**config.mk**
```make
export PLATFORM = sky130hd
export DESIGN_NAME = doorbell_sequencer
export DESIGN_NICKNAME = d
export VERILOG_FILES = /design/src/rtl/doorbell_sequencer.sv
export SDC_FILE = /design/constraint.sdc
export NUM_CORES = 1
export LEC_CHECK = 0
export BUFFER_PORTS_ARGS = -buffer_cell sky130_fd_sc_hd__buf_2
export CELL_PAD_IN_SITES_DETAIL_PLACEMENT = 0
export CELL_PAD_IN_SITES_GLOBAL_PLACEMENT = 1
export CORE_ASPECT_RATIO = 0.9
export CORE_MARGIN = 2
export CORE_UTILIZATION = 42
export DETAILED_ROUTE_END_ITERATION = 8
export PLACE_DENSITY = 0.83
export REMOVE_ABC_BUFFERS = 1
export SYNTH_ARGS = -nofsm -noshare
export SYNTH_HDL_FRONTEND = slang
export SYNTH_SLANG_ARGS = --single-unit
```
**constraint.sdc**
```tcl
create_clock -name clk -period 1.7 [get_ports clk]
set_input_delay 0.17 -clock clk [delete_from_list [all_inputs] [get_ports clk]]
set_output_delay 0.17 -clock clk [all_outputs]
set_load 0.03 [all_outputs]
```
**src/rtl/doorbell_sequencer.sv**
```systemverilog
// Push-button to two-tone chime controller: synchroniser, debouncer, DING/DONG/COOL
// sequencer driving the sound-mux select and output gate.
module doorbell_sequencer #(
  parameter int DEBOUNCE_CYCLES = 4,
  parameter int DING_CYCLES     = 8,
  parameter int DONG_CYCLES     = 12,
  parameter int COOL_CYCLES     = 6
) (
  input  logic clk,
  input  logic rst,
  input  logic button,
  output logic sel,
  output logic chime_on,
  output logic busy,
  output logic done
);

  localparam int MAX_DD = (DING_CYCLES > DONG_CYCLES) ? DING_CYCLES : DONG_CYCLES;
  localparam int MAX_P  = (MAX_DD > COOL_CYCLES) ? MAX_DD : COOL_CYCLES;
  localparam int PW     = $clog2(MAX_P + 1);
  localparam int DW     = $clog2(DEBOUNCE_CYCLES + 1);

  localparam logic [PW-1:0] DING_LD = PW'(DING_CYCLES - 1);
  localparam logic [PW-1:0] DONG_LD = PW'(DONG_CYCLES - 1);
  localparam logic [PW-1:0] COOL_LD = PW'(COOL_CYCLES - 1);
  localparam logic [DW-1:0] DB_LAST = DW'(DEBOUNCE_CYCLES - 1);

  typedef enum logic [1:0] {IDLE, DING, DONG, COOL} state_t;

  state_t          state_q, state_d;
  logic [PW-1:0]   pcnt_q, pcnt_d;
  logic            s1_q, s2_q;
  logic [DW-1:0]   dcnt_q, dcnt_d;
  logic            db_q, db_d, db_prev_q;
  logic [1:0]      vld_q, vld_d;
  logic [DW-1:0]   lcnt_q, lcnt_d;
  logic            arm_q, arm_d;
  logic            sel_q, sel_d, chime_q, chime_d, busy_q, busy_d, done_q, done_d;
  logic            press;

  // A rising edge only counts once the button has been seen released after reset,
  // so a button held through reset cannot start a chime on its own.
  assign press = db_q & ~db_prev_q & arm_q;

  always_comb begin
    dcnt_d = '0;
    db_d   = db_q;
    if (s2_q != db_q) begin
      if (dcnt_q == DB_LAST) db_d = ~db_q;
      else                   dcnt_d = dcnt_q + DW'(1);
    end

    // vld_q masks the reset-value cycles of the synchroniser.
    vld_d  = {vld_q[0], 1'b1};
    lcnt_d = lcnt_q;
    arm_d  = arm_q;
    if (vld_q[1] && !arm_q) begin
      if (s2_q)                  lcnt_d = '0;
      else if (lcnt_q == DB_LAST) arm_d = 1'b1;
      else                       lcnt_d = lcnt_q + DW'(1);
    end
  end

  always_comb begin
    state_d = state_q;
    pcnt_d  = pcnt_q;
    case (state_q)
      IDLE: if (press) begin
        state_d = DING;
        pcnt_d  = DING_LD;
      end
      DING: if (pcnt_q == '0) begin
        state_d = DONG;
        pcnt_d  = DONG_LD;
      end else pcnt_d = pcnt_q - PW'(1);
      DONG: if (pcnt_q == '0) begin
        state_d = COOL;
        pcnt_d  = COOL_LD;
      end else pcnt_d = pcnt_q - PW'(1);
      COOL: if (pcnt_q == '0) state_d = IDLE;
            else              pcnt_d  = pcnt_q - PW'(1);
      default: begin
        state_d = IDLE;
        pcnt_d  = '0;
      end
    endcase

    sel_d   = (state_d == DONG);
    chime_d = (state_d == DING) || (state_d == DONG);
    busy_d  = (state_d != IDLE);
    done_d  = (state_q == COOL) && (state_d == IDLE);
  end

  always_ff @(posedge clk or posedge rst) begin
    if (rst) begin
      state_q   <= IDLE;
      pcnt_q    <= '0;
      s1_q      <= 1'b0;
      s2_q      <= 1'b0;
      dcnt_q    <= '0;
      db_q      <= 1'b0;
      db_prev_q <= 1'b0;
      vld_q     <= '0;
      lcnt_q    <= '0;
      arm_q     <= 1'b0;
      sel_q     <= 1'b0;
      chime_q   <= 1'b0;
      busy_q    <= 1'b0;
      done_q    <= 1'b0;
    end else begin
      state_q   <= state_d;
      pcnt_q    <= pcnt_d;
      s1_q      <= button;
      s2_q      <= s1_q;
      dcnt_q    <= dcnt_d;
      db_q      <= db_d;
      db_prev_q <= db_q;
      vld_q     <= vld_d;
      lcnt_q    <= lcnt_d;
      arm_q     <= arm_d;
      sel_q     <= sel_d;
      chime_q   <= chime_d;
      busy_q    <= busy_d;
      done_q    <= done_d;
    end
  end

  assign sel      = sel_q;
  assign chime_on = chime_q;
  assign busy     = busy_q;
  assign done     = done_q;

endmodule

```
# Word-level counts from Yosys, hierarchy flattened
# Index checks and enable logic that the tools add are counted.
[totals] wordCells=59 out_inout_bits=4 regBits=23 inputBits=3
[classes] bitwise_logic=5 addsub=3 n_reduce_logical=12 muxes=14 n_eq_ne=11
[ops] op="$mux 4" count=4
[ops] op="$pmux 4 s4" count=1
[ops] op="$mux 3" count=4
[ops] op="$mux 2" count=4
[ops] op="$pmux 2 s4" count=1
[ops] op="$add 3x1->3 const B" count=2
[ops] op="$eq 2x2->1 const B" count=3
[ops] op="$eq 3x2->1 const B" count=2
[ops] op="$ne 2x2->1 const B" count=3
[ops] op="$reduce_and 2->1" count=3
[ops] op="$eq 2x1->1 const B" count=2
[ops] op="$logic_not 2->1" count=2
[ops] op="$logic_not 4->1" count=1
[ops] op="$sub 4x1->4 const B" count=1
[ops] op="$not 1->1" count=3
[ops] op="$reduce_and 3->1" count=1
[ops] op="$and 1x1->1" count=2
[ops] op="$logic_and 1x1->1" count=2
[ops] op="$reduce_bool 2->1" count=1
[ops] op="$logic_not 1->1" count=1
[ops] op="$logic_or 1x1->1" count=1
[ops] op="$ne 1x1->1" count=1

# Longest topological paths before layout
# Gate-level depths: netlist of the first run.
[logic_depth] word_depth=7 mapped_depth=7 mapped_depth_nobuf=7

# Least setup slack after synthesis of the first run
# OpenSTA, ideal clock, no wires.
[synth_path] path_type="reg-to-reg" startpoint="reg pcnt_q[0]" endpoint="reg done_q, in the netlist done" required_time_ns=1.580 arrival_time_ns=1.590 slack_ns=-0.009 period_less_slack_ns=1.709 stages_incl_launch_ff=8 setup_time_ns=0.120 path_buffers=0 cell_sequence="dfrtp_1 > inv_1 > ha_1 > nor3b_2 > mux2_2 > o21ai_0 > ha_1 > and3_1"
[synth_between] elab_chain_cells=5 word_cells_on_any_way=7 classes_between="mux: 4; reduce/logical: 3"
[synth_lines] item="start, declared" line_no="31" rtl="logic [PW-1:0] pcnt_q, pcnt_d;"
[synth_lines] item="start signal, assigned" line_no="112" rtl="pcnt_q <= pcnt_d;"
[synth_lines] item="$logic_not 4->1 *" line_no="72, 76, 80"
[synth_lines] item="$mux 2 (on tied branches)" line_no="80, 72, 76"
[synth_lines] item="$pmux 2 s4 *" line_no="67" rtl="case (state_q)"
[synth_lines] item="$logic_not 2->1 *" line_no="91" rtl="done_d = (state_q == COOL) && (state_d == IDLE);"
[synth_lines] item="$logic_and 1x1->1 *" line_no="91"
[synth_lines] item="named net done_d" line_no="38" rtl="logic sel_q, sel_d, chime_q, chime_d, busy_q, busy_d, done_q, done_d;"
[synth_lines] item="end signal, assigned" line_no="124" rtl="done_q <= done_d;"
[synth_lines] item="end, declared" line_no="38"
# Mark *: on every way through the listed nets, which the timed path passes. The rest lies on a longest branch.
# A chain may end at the register's enable or synchronous reset.

# Worst setup path in the final report of the first run
# Same ends and word-level chain as after synthesis.

==> results of run 1 <==
[stage by stage]
step	instances	hold WS, ns	setup TNS [ns]	area (µm²)	worst slack [ns]
after floorplan	84	0.1719	-0.009489	1013	-0.009489
after global placement	125	0.2237	0	1137	0.05297
after detailed placement	125	0.2260	-0.04405	1137	-0.03252
after CTS	131	0.3669	0	1185	0.02380
after global routing	131	0.3841	-0.03237	1225	-0.03237
final	131	0.3628	0	1225	0.09389
[area by class of cell]
type                            instances  area share
Tap cell                               27     0.02758
Timing Repair Buffer                   16     0.08989
Multi-Input combinational cell         53      0.3657
Sequential cell                        23      0.4699
Inverter                                8     0.02451
Clock inverter                          1    0.004086
Clock buffer                            3     0.01839
[kinds of logic (layout without fill, tap and decap cells)]
family | Yosys count | after routing | synth area share
other | 1 | 1 | 0.003655
AO/OA/AOI/OAI | 17 | 17 | 0.1171
XOR/XNOR | 2 | 2 | 0.01708
buffers and inverters | 10 | 28 | 0.04146
flip-flops | 23 | 23 | 0.5610
AND/OR/NAND/NOR | 22 | 22 | 0.1354
adder cells (fa/ha/maj) | 6 | 6 | 0.07317
multiplexers | 5 | 5 | 0.05122
[layer usage]
metal	wire length, µm	vias up	track usage	part of all wire
met5	0	-	0	0
met2	810	10	0.2235	0.49
met4	13	0	0.05952	0.0078
met1	789	324	0.1760	0.48
met3	44	2	0.02278	0.027
li1	-	333	-	-
[synth_stat cells (all sizes together), types with 2 or more instances]
library cell,instances,share of area
mux2,2,0.022
a22oi,3,0.022
dfrtp,23,0.56
ha,6,0.073
or3,2,0.012
nor2b,2,0.012
nand2,6,0.022
nor3b,3,0.027
o21ai,6,0.029
buf,2,0.012
mux2i,3,0.029
inv,8,0.029
[critical path: cells and delay by family (launching register included)]
kind          cells  cell delay, ns
flops             1            0.41
fa+ha+maj         2            0.39
simple gates      2            0.30
buf+inv           2            0.21
xor+xnor          1            0.21
[state kept, by name (all words and copies together) (netlist names), 2 cells and up]
register	count
pcnt_q	4
dcnt_q	3
lcnt_q	3
state_q	2
vld_q	2
[power groups by stage]
stage,logic [mW],registers (mW),clock network (mW)
2_1_floorplan,0.508,0.974,0
3_3_place_gp,0.818,0.923,0
3_5_place_dp,0.853,0.928,0
4_1_cts,0.863,0.918,0.262
5_1_grt,1.04,0.974,0.286
6_report,0.912,0.944,0.249
[worst min-delay path by stage]
stage | endpoint | startpoint | slack, ns
after floorplan | arm_q | rst | 0.17
after global placement | sel | rst | 0.22
after detailed placement | state_q[1] | rst | 0.23
after CTS | s2_q | s1_q | 0.37
after global routing | s2_q | s1_q | 0.38
final | s2_q | s1_q | 0.36
[repair_timing]
item	in CTS	in global routing
endpoints found under the hold margin	24	0
hold buffers	2	0
gates resized for setup	1	8
endpoints found under the setup margin	3	7
pin swaps	0	3
==> flow_summary.toml, run 1 <==
[outcome]
status = "finished clean"

[drt]
drtIter0Drc = 12
dr.pass1.iters = 4
vias_per_cell = 5.107
wire_per_inst_um = 12.66
vias = 669
drt-total-wl_um = 1658
antenna_left = 0
drcViolationCount = 0

[worst_setup_path]
cp-start-kind = "flip-flop"
crit_start = "pcnt_q[0]"
rrSetupSlack_ns = 0.09
slowest_stage = "dfrtp_1"
worstSetupPathType = "flip-flop to flip-flop"
crit_top_cell = "ha_2"
slowest_delay_ns = 0.41
end_kind = "flip-flop"
crit_chain = "inv_2, ha_2, buf_4, nand4bb_4, xor2_1, ha_2, and3_1"
r2r-end = "done"
cp.arrival_ns = 1.82
r2r-start = "pcnt_q[0]"
path_max_fanout = 3
reg2regPathDepth = 7
cp.required_ns = 1.91
crit_end = "done"

[timing]
maxClockFrequency_ghz = 0.6226
fin_crit_ns = 1.606
hold_violations = 0
slew_violations = 0
fin_skew_ns = 0.0007830
finalCritPeriodShare = 0.9448
rsz0062_at_grt = "yes"
finalSetupViolations = 0

[cts]
cts_tree = "yes"
cts_sinks = 23
htree_levels = 1
cts_root_buf = "clkbuf_4"
clock_latency_ns = 0.31
clk_path_buf_depth = 2
cts_inserted_buffers = 3
cts_setup_buffers = 0
cts.clk_slew.worst_paths_ns = 0.12

[logic_synthesis]
syn_area_per_cell_um2 = 11.93
ys.flop_type = "dfrtp_1"
yosys_warnings = 0
seq_area_frac_synth = 0.5610
ys_ff_latch = 23
synth.distinct_cells = 34
synth.cell_area_mm2 = 0.001026
syn_inst = 86
synth_edf_count = 0
async_flop_share = 1.000

[pwr]
intPower_mw = 1.309
power_density_mw_per_mm2 = 1718
clkPwrFrac = 0.118
p_total_mw = 2.105
switching_share = 0.3781
p_seq_frac = 0.448
leakage_nw = 0.5734
p_sw_mw = 0.7957
vdd_drop_max_mv = 0.8197
comb_power_share = 0.433

[floorplanning]
dieArea_mm2 = 0.002855
io_pins = 7
die_w_um = 56.10
start_util = 0.4576
num_rows = 16
die_y_um = 50.89
core_area_mm2 = 0.002242

[final_layout]
antennaDiodeCount = 0
fin_util = 0.5463
mostFrequentLayoutCell = "dfrtp_1"
layout.nets = 114
final-seq-area_um2 = 575.6
fillers = 199
drive_above_1_share = 0.2692
multi_input_area_um2 = 447.9
final_cell_mix = "dfrtp_1, buf_4, inv_1"
area_delta_synth_final_pct = 19.39

[global_routing]
grt_start_max_net_pins = 24
overflow = 0
grt_pass1_wl_um = 2987
grtUsageTotal = 0.1351
antenna_found_initial = 0
grt_pass1_vias = 702

[hold_path]
hold_class = "flip-flop to flip-flop"
min_path_cells = 0

[placement]
place_hpwl_um = 1174
portBuffers = 6
place.gp.congestion = 0.7774

[job]
drv_cap = 0
(Power assumes the default switching activity.)
==> run 2: changes to the inputs <==
- CORE_UTILIZATION: 42 -> 45
- PLACE_DENSITY: 0.83 -> 0.85
- clock period: 1.7 -> 1.63 ns (I/O delays scaled with it)
==> flow_summary.toml, run 2 (synthesis results as in run 1) <==
[floorplanning]
die_w_um = 54.33
num_rows = 16
dieArea_mm2 = 0.002678
start_util = 0.4745
die_y_um = 49.30
core_area_mm2 = 0.002162
io_pins = 7

[cts]
cts_root_buf = "clkbuf_4"
htree_levels = 1
cts_tree = "yes"
cts_sinks = 23
cts.clk_slew.worst_paths_ns = 0.13
clock_latency_ns = 0.31
cts_inserted_buffers = 3
clk_path_buf_depth = 2

[global_routing]
antenna_found_initial = 0
grt_start_max_net_pins = 24
overflow = 0
grt_pass1_wl_um = 3084
grt_pass1_vias = 649
grtUsageTotal = 0.1628

[hold_path]
min_path_cells = 0
min_from = "vld_q[0]"
min_to = "vld_q[1]"
hold_class = "flip-flop to flip-flop"

[timing]
hold-worst-slack_ns = 0.3634
rsz0062_at_grt = "yes"
maxClockFrequency_ghz = 0.6371
finalSetupViolations = 0
fin_skew_ns = 0.001598
slew_violations = 0
finalCritPeriodShare = 0.9629
fin_crit_ns = 1.570
hold_violations = 0

[drt]
drcViolationCount = 0
vias_per_cell = 5.102
drtIter0Drc = 7
dr.pass1.iters = 4
antenna_left = 0
wire_per_inst_um = 13.04
vias = 699
drt-total-wl_um = 1787

[outcome]
status = "finished clean"

[pwr]
vdd_drop_max_mv = 1.468
power_density_mw_per_mm2 = 1818
p_total_mw = 2.337
leakage_nw = 0.6082

[placement]
portBuffers = 6
place.gp.congestion = 0.7983
place_hpwl_um = 1250

[final_layout]
multi_input_area_um2 = 462.9
fillers = 169
drive_above_1_share = 0.3182
top_regs = "pcnt_q: 4 flops, dcnt_q: 3 flops, lcnt_q: 3 flops"
mostFrequentLayoutCell = "dfrtp_1"
regMostFlops = "pcnt_q"
final_cell_mix = "dfrtp_1, buf_4, nand2_1, inv_1, buf_2"
largest_register_ffs = 4
area_delta_synth_final_pct = 25.24
antennaDiodeCount = 0
layout.nets = 120
final-seq-area_um2 = 575.6

[worst_setup_path]
path_max_fanout = 4
cp-start-kind = "flip-flop"
reg2regPathDepth = 7
worstSetupPathType = "flip-flop to flip-flop"
r2r-start = "pcnt_q[1]"
rrSetupSlack_ns = 0.06
end_kind = "flip-flop"
cp.required_ns = 1.85
cp.arrival_ns = 1.79
r2r-end = "done"

[job]
drv_cap = 0
-- run 2: report_power, final --
group / internal (mW) / total, mW / switching [mW]
Sequential: 0.776 / 0.973 / 0.196
Combinational: 0.584 / 1.09 / 0.511
Clock: 0.0919 / 0.269 / 0.177
-- run 2: how the worst max path moves through the flow --
stage / end / startpoint / slack [ns] / depth (start not counted)
2_1_floorplan: done / pcnt_q[0] / -0.08 / 7
3_3_place_gp: done / pcnt_q[1] / -0.02 / 7
3_5_place_dp: done / pcnt_q[1] / -0.16 / 7
4_1_cts: done / pcnt_q[0] / 0.03 / 7
5_1_grt: done / pcnt_q[1] / -0.02 / 7
6_report: done / pcnt_q[1] / 0.06 / 7
-- run 2: worst max-delay path, cell delays in order (launching register included) --
cell and delay [ns]:
dfrtp_1 0.41, inv_2 0.07, ha_4 0.15, buf_4 0.13, nand4bb_4 0.16, xor2_2 0.19
ha_1 0.19, and3_1 0.17
-- run 2: cell type report --
| class | instances | area share |
|---|---|---|
| clock inverter | 1 | 0.003895 |
| inverter | 8 | 0.02337 |
| clock buffer | 3 | 0.01753 |
| timing repair buffer | 22 | 0.1207 |
| tap | 27 | 0.02629 |
| sequential | 23 | 0.4479 |
| multi-input combinational | 53 | 0.3603 |
-- run 2: repair_timing --
item	in CTS	in global routing
endpoints found under the setup margin	4	5
hold endpoints to repair	24	0
buffers inserted	2	1
hold buffers	2	0
gates resized for setup	6	5
pin swaps	1	1
-- run 2: per-layer routing --
metal,global-route usage,wire [µm]
met1,0.2392,859
met2,0.2329,832
met3,0.01840,54
met4,0.08750,41
met5,0,0
-- run 2: stage by stage --
| stage | TNS [ns] | utilization | cell area, µm² | worst slack, ns | cells |
|---|---|---|---|---|---|
| floorplan | -0.1416 | - | 1013 | -0.07949 | 84 |
| global placement | -0.02182 | 0.5365 | 1160 | -0.01951 | 128 |
| detailed placement | -0.5237 | 0.5365 | 1160 | -0.1597 | 128 |
| CTS | 0 | 0.5839 | 1262 | 0.03198 | 136 |
| global route | -0.02435 | 0.5943 | 1285 | -0.02435 | 137 |
| finish | 0 | 0.5943 | 1285 | 0.06049 | 137 |
